--- src/rtl/yc_separator_param_if.sv ---
// Sample/result bundle for the luma/chroma separator.
// The master side drives samples; the slave side (the separator) returns results.
interface yc_separator_param_if #(
  parameter int DATA_W = 12
);
  logic                     in_valid;
  logic signed [DATA_W-1:0] data_in;
  logic                     flush;
  logic [1:0]               mode;
  logic                     out_valid;
  logic signed [DATA_W-1:0] luma_out;
  logic signed [DATA_W-1:0] chroma_out;
  logic                     filled;

  modport master (
    output in_valid, data_in, flush, mode,
    input  out_valid, luma_out, chroma_out, filled
  );

  modport slave (
    input  in_valid, data_in, flush, mode,
    output out_valid, luma_out, chroma_out, filled
  );
endinterface

--- src/rtl/yc_separator_param.sv ---
// Composite-video luma/chroma separator: a boxcar mean over one subcarrier
// period gives luma, and the centre-tap residual gives chroma.
module yc_separator_param #(
  parameter int DATA_W = 12,
  parameter int WINDOW = 21,
  parameter int FRAC_W = 16
) (
  input logic                 clk,
  input logic                 rst_n,
  yc_separator_param_if.slave bus
);
  localparam int CNT_W   = $clog2(WINDOW + 1);
  localparam int ACC_W   = DATA_W + $clog2(WINDOW) + 1;
  localparam int RC_W    = FRAC_W + 2;
  localparam int PROD_W  = ACC_W + RC_W;
  localparam int DIFF_W  = DATA_W + 2;
  localparam int CENTRE  = (WINDOW - 1) / 2;
  localparam int RECIP_I = ((32'sd1 <<< FRAC_W) + WINDOW / 32'sd2) / WINDOW;
  localparam logic signed [RC_W-1:0]   RECIP = RC_W'(RECIP_I);
  localparam logic [CNT_W-1:0]         FULL  = CNT_W'(WINDOW);
  localparam logic signed [DATA_W-1:0] MAX_V = {1'b0, {(DATA_W-1){1'b1}}};
  localparam logic signed [DATA_W-1:0] MIN_V = {1'b1, {(DATA_W-1){1'b0}}};

  function automatic logic signed [DATA_W-1:0] sat_dw(input logic signed [PROD_W-1:0] v);
    logic signed [PROD_W-1:0] hi;
    logic signed [PROD_W-1:0] lo;
    hi = {{(PROD_W-DATA_W){1'b0}}, MAX_V};
    lo = {{(PROD_W-DATA_W){1'b1}}, MIN_V};
    if (v > hi) begin
      sat_dw = MAX_V;
    end else if (v < lo) begin
      sat_dw = MIN_V;
    end else begin
      sat_dw = v[DATA_W-1:0];
    end
  endfunction

  logic signed [DATA_W-1:0] r_taps [WINDOW];
  logic signed [ACC_W-1:0]  r_acc;
  logic [CNT_W-1:0]         r_cnt;
  logic                     r_va;
  logic                     r_filled;
  logic signed [PROD_W-1:0] r_prod;
  logic signed [DATA_W-1:0] r_centre;
  logic [1:0]               r_mode;
  logic                     r_vb;
  logic                     r_out_valid;
  logic signed [DATA_W-1:0] r_luma;
  logic signed [DATA_W-1:0] r_chroma;

  logic                     w_accept;
  logic signed [ACC_W-1:0]  w_acc_next;
  logic [CNT_W-1:0]         w_cnt_next;
  logic signed [PROD_W-1:0] w_avg_full;
  logic signed [DATA_W-1:0] w_avg;
  logic signed [DIFF_W-1:0] w_diff;
  logic signed [DATA_W-1:0] w_luma_sel;
  logic signed [DATA_W-1:0] w_chroma_sel;

  // Running-sum update and saturating fill count for an accepted sample.
  always_comb begin
    w_accept   = bus.in_valid & ~bus.flush;
    w_acc_next = r_acc + ACC_W'(bus.data_in) - ACC_W'(r_taps[WINDOW-1]);
    if (r_cnt == FULL) begin
      w_cnt_next = r_cnt;
    end else begin
      w_cnt_next = r_cnt + CNT_W'(1'b1);
    end
  end

  // Stage A: window shift register, running sum and fill state.
  always_ff @(posedge clk or negedge rst_n) begin
    if (!rst_n) begin
      for (int i = 0; i < WINDOW; i++) r_taps[i] <= '0;
      r_acc    <= '0;
      r_cnt    <= '0;
      r_va     <= 1'b0;
      r_filled <= 1'b0;
    end else if (bus.flush) begin
      for (int i = 0; i < WINDOW; i++) r_taps[i] <= '0;
      r_acc    <= '0;
      r_cnt    <= '0;
      r_va     <= 1'b0;
      r_filled <= 1'b0;
    end else begin
      r_va <= w_accept && (w_cnt_next == FULL);
      if (w_accept) begin
        r_taps[0] <= bus.data_in;
        for (int i = 1; i < WINDOW; i++) r_taps[i] <= r_taps[i-1];
        r_acc    <= w_acc_next;
        r_cnt    <= w_cnt_next;
        r_filled <= (w_cnt_next == FULL);
      end
    end
  end

  // Stage B: reciprocal multiply, centre tap and per-sample mode capture.
  always_ff @(posedge clk or negedge rst_n) begin
    if (!rst_n) begin
      r_prod   <= '0;
      r_centre <= '0;
      r_mode   <= 2'd0;
      r_vb     <= 1'b0;
    end else begin
      r_prod   <= PROD_W'(r_acc) * PROD_W'(RECIP);
      r_centre <= r_taps[CENTRE];
      r_mode   <= bus.mode;
      r_vb     <= bus.flush ? 1'b0 : r_va;
    end
  end

  // Floor-scaled mean, saturated because RECIP*WINDOW may exceed unity.
  always_comb begin
    w_avg_full = r_prod >>> FRAC_W;
    w_avg      = sat_dw(w_avg_full);
    w_diff     = DIFF_W'(r_centre) - DIFF_W'(w_avg);
    case (r_mode)
      2'd1: begin
        w_luma_sel   = r_centre;
        w_chroma_sel = '0;
      end
      2'd2: begin
        w_luma_sel   = w_avg;
        w_chroma_sel = '0;
      end
      default: begin
        w_luma_sel   = w_avg;
        w_chroma_sel = sat_dw(PROD_W'(w_diff));
      end
    endcase
  end

  // Stage C: registered outputs; data holds across invalid cycles.
  always_ff @(posedge clk or negedge rst_n) begin
    if (!rst_n) begin
      r_out_valid <= 1'b0;
      r_luma      <= '0;
      r_chroma    <= '0;
    end else if (bus.flush) begin
      r_out_valid <= 1'b0;
    end else begin
      r_out_valid <= r_vb;
      if (r_vb) begin
        r_luma   <= w_luma_sel;
        r_chroma <= w_chroma_sel;
      end
    end
  end

  assign bus.out_valid  = r_out_valid;
  assign bus.luma_out   = r_luma;
  assign bus.chroma_out = r_chroma;
  assign bus.filled     = r_filled;
endmodule

--- src/flat_wrapper.sv ---
// flat-port wrapper written by rule: the top's interface ports become plain ports
module yc_separator_param_flat 
#(
  parameter int DATA_W = 12,
  parameter int WINDOW = 21,
  parameter int FRAC_W = 16
)
  (clk, rst_n, bus_in_valid, bus_data_in, bus_flush, bus_mode, bus_out_valid, bus_luma_out, bus_chroma_out, bus_filled);
  yc_separator_param_if #(.DATA_W(DATA_W)) bus_i ();
  input logic clk;
  input logic rst_n;
  input wire logic [$bits(bus_i.in_valid)-1:0] bus_in_valid;
  input wire logic [$bits(bus_i.data_in)-1:0] bus_data_in;
  input wire logic [$bits(bus_i.flush)-1:0] bus_flush;
  input wire logic [$bits(bus_i.mode)-1:0] bus_mode;
  output wire logic [$bits(bus_i.out_valid)-1:0] bus_out_valid;
  output wire logic [$bits(bus_i.luma_out)-1:0] bus_luma_out;
  output wire logic [$bits(bus_i.chroma_out)-1:0] bus_chroma_out;
  output wire logic [$bits(bus_i.filled)-1:0] bus_filled;
  assign bus_i.in_valid = bus_in_valid;
  assign bus_i.data_in = bus_data_in;
  assign bus_i.flush = bus_flush;
  assign bus_i.mode = bus_mode;
  assign bus_out_valid = bus_i.out_valid;
  assign bus_luma_out = bus_i.luma_out;
  assign bus_chroma_out = bus_i.chroma_out;
  assign bus_filled = bus_i.filled;
  yc_separator_param #(.DATA_W(DATA_W), .WINDOW(WINDOW), .FRAC_W(FRAC_W)) u_core (.clk(clk), .rst_n(rst_n), .bus(bus_i));
endmodule
--- config.mk ---
export PLATFORM = sky130hd
export DESIGN_NAME = yc_separator_param_flat
export DESIGN_NICKNAME = d
export VERILOG_FILES = /design/src/rtl/yc_separator_param_if.sv /design/src/rtl/yc_separator_param.sv /design/src/flat_wrapper.sv
export SDC_FILE = /design/constraint.sdc
export NUM_CORES = 1
export LEC_CHECK = 0
export ABC_AREA = 1
export CAP_MARGIN = 20
export CORE_ASPECT_RATIO = 0.8
export CORE_MARGIN = 2
export CORE_UTILIZATION = 58
export CTS_BUF_LIST = sky130_fd_sc_hd__clkbuf_4 sky130_fd_sc_hd__clkbuf_8
export CTS_CLUSTER_DIAMETER = 30
export DETAILED_ROUTE_END_ITERATION = 7
export GPL_TIMING_DRIVEN = 0
export HOLD_SLACK_MARGIN = 0.1
export PLACE_DENSITY = 0.82
export SYNTH_ARGS = -nofsm -noshare
export SYNTH_HDL_FRONTEND = slang
export SYNTH_SLANG_ARGS = --single-unit
export TNS_END_PERCENT = 1
--- constraint.sdc ---
create_clock -name clk -period 4.22 [get_ports clk]
set_input_delay 1.266 -clock clk [delete_from_list [all_inputs] [get_ports clk]]
set_output_delay 1.266 -clock clk [all_outputs]
set_load 0.1 [all_outputs]
Yosys cells after proc, flatten, opt, wreduce, memory -nomap -nowiden
Cells that the tools add are included.
Word-level totals
  register bits: 348
  input bits: 18
  output and inout port bits: 26
Cells by class
  muxes and demuxes: 18
  reductions and logical operators: 4
  bitwise gates (word level): 2
  add/sub/neg operators: 4
  magnitude comparators: 4
  equal/unequal tests: 4
  $mul: 1
Operator list (count)
  $mux W252: 2
  $mux W12: 6
  $mux W18: 2
  $mul A18 B13 Y31 const B: 1
  $add A18 B12 Y18: 1
  $sub A18 B12 Y18: 1
  $gt A15 B12 Y1 const B: 1
  $lt A15 B12 Y1 const B: 1
  $mux W5: 3
  $gt A13 B12 Y1 const B: 1
  $lt A13 B12 Y1 const B: 1
  $sub A12 B12 Y13: 1
  $eq A5 B5 Y1 const B: 2
  $add A5 B1 Y5 const B: 1
  $mux W1: 5
  $eq A2 B1 Y1 const B: 1
  $eq A2 B2 Y1 const B: 1
  $reduce_and A2 Y1: 1
  $reduce_bool A2 Y1: 1
  $reduce_or A2 Y1: 1
  $and A1 B1 Y1: 1
  $logic_and A1 B1 Y1: 1
  $not A1 Y1: 1

Logic depth before layout (Yosys ltp)
  depth in word-level cells: 8
  depth in mapped cells: 23
  mapped depth without buffers: 22

Worst setup path after synthesis
OpenSTA, ideal clock, no wires.
  path kind: reg-to-reg
  from: register u_core.r_acc[3]
  to: register u_core.r_prod[28]
  arrival: 4077 ps
  required time: 4141 ps
  slack: 64 ps
  stages on the path, launching flop included: 19
  path buffers: 0
  path through: dfrtp_1 -> ha_1 -> ha_1 -> inv_1 -> fa_1 -> inv_1 -> fa_1 -> fa_1 -> ha_1 -> nand2_1 -> o21a_1 -> nand2_1 -> a21oi_1 -> o21ai_0 -> nand2_1 -> nand2_1 -> nand2_1 -> o21ai_0 -> xor2_1
Between the ends
  longest elaborated chain between the ends: 1
RTL lines
  start, declared: line yc_separator_param.sv:39  | logic signed [ACC_W-1:0] r_acc;
  start signal, assigned: line yc_separator_param.sv:90  | r_acc <= w_acc_next;
  $mul A18 B13 Y31: line yc_separator_param.sv:105  | r_prod <= PROD_W'(r_acc) * PROD_W'(RECIP);
  end signal, assigned: line yc_separator_param.sv:105
  end, declared: line yc_separator_param.sv:43  | logic signed [PROD_W-1:0] r_prod;
No other way between the ends.
A chain may end at the register's enable or synchronous reset.

Worst setup path after layout
  from: register u_core.r_acc[16]
  to: register u_core.r_prod[30] (netlist name)
Between the ends
  longest elaborated chain between the ends: 1
RTL lines (line)
  $mul A18 B13 Y31: yc_separator_param.sv:105
No other way between the ends.

==> metrics.yaml <==
outcome:
  status: "complete, but fails checks"
  violations: "setup timing"
clock_tree:
  root_buffer: "clkbuf_8"
  cts_tree: "yes"
  insertion_delay_ps: 620
  cts_buffer_depth: 3
  clk_pin_slew_ps: 60
  htree_levels: 2
  cts_sinks: 332
  cts_inserted_buffers: 55
drt:
  viasPerCell: 5.64
  drt-initial-drc-count: 954
  drt_pass1_iterations: 5
  drc: 0
  postRouteAntennaNets: 0
  wirelength_mm: 42.2
  post_drt_wl_per_cell_um: 17.5
  dr_total_vias: 13600
layout:
  area_growth_pct: 17.1
  nNetsFinal: 2192
  diodes: 0
  fillerInstances: 2063
  fin_area_um2: 20400
  multiInputGateArea_um2: 7640
  drive_gt1_frac: 0.129
  regArea_um2: 8330
sta:
  max_freq_ghz: 0.226
  maxSlewHeadroom: 0.348
  setup_viol: 8
  rsz0062_at_grt: "yes"
  timing.final.crit_share: 1.05
  fin_ws_ps: -206
  period_minus_slack_ps: 4430
  worst_slew_pin_slew_ps: 975
  slew_viol_final: 0
  hold_viol: 0
  final.setup_skew_ps: 34.0
floorplan:
  fp.dieW_um: 198
  start_util: 0.592
  io_pins: 44
  dieHeight_um: 159
  rows: 56
  core_area_um2: 29400
  dieArea_um2: 31500
logic_synthesis:
  synth.yosys.seq_area_share: 0.477
  syn_nets: 2057
  synth_most_common_cell: "inv_1"
  synth_ff_type: "dfrtp_1"
  syn-cell-area_um2: 17400
  synth_top_area_frac: 0.477
  synthCells: 1856
  synth_area_leaders: "dfrtp_1 (48%), inv_1 (9.8%), o22ai_1 (8.8%)"
  synth_seq_cells: 332
  synth-edff-count: 0
  ys_top_cells_by_count: "inv_1 (457), dfrtp_1 (332), o22ai_1 (246), nand2_1 (210), ha_1 (121)"
  yosys_warnings: 0
  synth_cell_types: 42
  syn-mean-instance-area_um2: 9.39
  async_flop_share: 1.00
  synth.largest_area_cell: "dfrtp_1"
global_route:
  grt_pass1_vias: 13700
  overflow: 0
  grt_start_max_net_pins: 135
  grt_pass1_wl_mm: 68.3
  grt_use_met3: 0.0502
  grt_antenna_before_repair: 0
  use_met1: 0.383
  met2_usage: 0.422
  track_usage: 0.269
  grt.busiest_layer: "met2"
critical_path:
  cpLargestDelayFamily: "adder cells"
  required_ps: 4750
  cp-start-kind: "flop"
  crit_type: "reg -> reg"
  path_max_fanout: 4
  cp_data_arrival_time_ps: 4950
  endpoint_kind: "flop"
  cp_common_cell: "fa_1"
  crit_chain: "ha_4 -> fa_2 -> inv_2 -> fa_1 -> inv_1 -> fa_1 -> fa_1 -> ha_4 -> buf_4 -> buf_4 -> nand2_1 -> o21ai_0 -> a21o_1 -> nand3_1 -> nand2_1 -> xor2_1"
  cp.buffers_inverters: 4
  cp_slowest_cell: "fa_2"
  cp_slowest_stage_delay_ps: 590
placement:
  io_buffers: 43
  place_area_um2: 18400
  dp_hpwl_mm: 28.6
  gp_congestion: 0.935
flow_run:
  drv_cap: 0
hold_path:
  hp-class: "reg -> reg"
## what timing repair did
| item | in CTS | in global routing |
|---|---|---|
| setup endpoints to repair | 11 | 10 |
| buffers inserted | 18 | 15 |
| hold buffers | 0 | 0 |
| pin swaps | 26 | 41 |
| gates resized for setup | 47 | 54 |
## sequential cells by signal, summed over array words and instances, names as in the netlist, 2 cells and up
name / count
u_core.r_centre: 12
u_core.bus.luma_out: 12
u_core.r_cnt: 5
u_core.r_acc: 18
u_core.bus.chroma_out: 12
u_core.r_mode: 2
u_core.r_taps: 252
u_core.r_prod: 15
## stage by stage
stage	setup slack, ps	util	hold slack, ps	cells	TNS, ps
floorplan	63.6	-	354	1856	0
global placement	-11850	0.623	362	2276	-3924620
detailed placement	-509	0.625	365	2278	-3830
CTS	-2.49	0.680	379	2396	-2.49
global route	-257	0.694	392	2411	-1740
finish	-206	0.694	377	2411	-599
## cells in the final DEF (no fill, tap or decap), drive strengths merged, types with 2 or more instances in the layout
cell type,count
clkinv,10
inv,463
ha,121
o2111ai,2
xor2,27
o21ai,81
buf,56
o21a,4
o31ai,3
clkbuf,123
nor2,48
nand2,229
bufinv,3
dfrtp,332
a21o,6
a21boi,5
nand3,43
a21oi,81
clkdlybuf4s50,42
nor3,4
clkinvlp,8
xnor2,13
fa,62
nand4,11
o22ai,246
## metal layers
layer  part of all wire  wire (µm)  up-vias
li1                   -          -     6296
met1               0.44      18800     6681
met2               0.46      19500      491
met3              0.061       2560      118
met4              0.033       1380        0
met5                  0          0        -
## final cells by class
| cell class | instances | share of cell area |
|---|---|---|
| Buffer | 69 | 0.0146 |
| Clock buffer | 74 | 0.0471 |
| Clock inverter | 26 | 0.0123 |
| Inverter | 458 | 0.0842 |
| Multi-Input combinational cell | 997 | 0.374 |
| Sequential cell | 332 | 0.408 |
| Tap cell | 377 | 0.0231 |
| Timing Repair Buffer | 78 | 0.0363 |
## cells by family (layout without fill, tap and decap cells)
group                    Yosys count  in the layout  synth area share
AO/OA/AOI/OAI                    434            434             0.146
XOR/XNOR                          40             40            0.0201
adder cells (fa/ha/maj)          183            183             0.158
buffers and inverters            527            705             0.116
flip-flops                       332            332             0.477
AND/OR/NAND/NOR                  340            340            0.0829
## path summary, 6_finish.rpt
kind	from	end	slack, ps	cells past startpoint
worst min register to register	u_core.r_taps[129]	u_core.r_centre[9]	380	0
max in group asynchronous	rst_n	u_core.r_taps[176]	2460	2
worst max register to register	u_core.r_acc[16]	u_core.r_prod[30]	-210	16
worst min-delay path	u_core.r_taps[129]	u_core.r_centre[9]	380	0
worst max-delay path	u_core.r_acc[16]	u_core.r_prod[30]	-210	16
min in group asynchronous	rst_n	u_core.bus.luma_out[10]	660	1
Power is left out: the tool's default activity adds up to more than one toggle a clock period on the data nets, which glitch-free logic cannot reach.
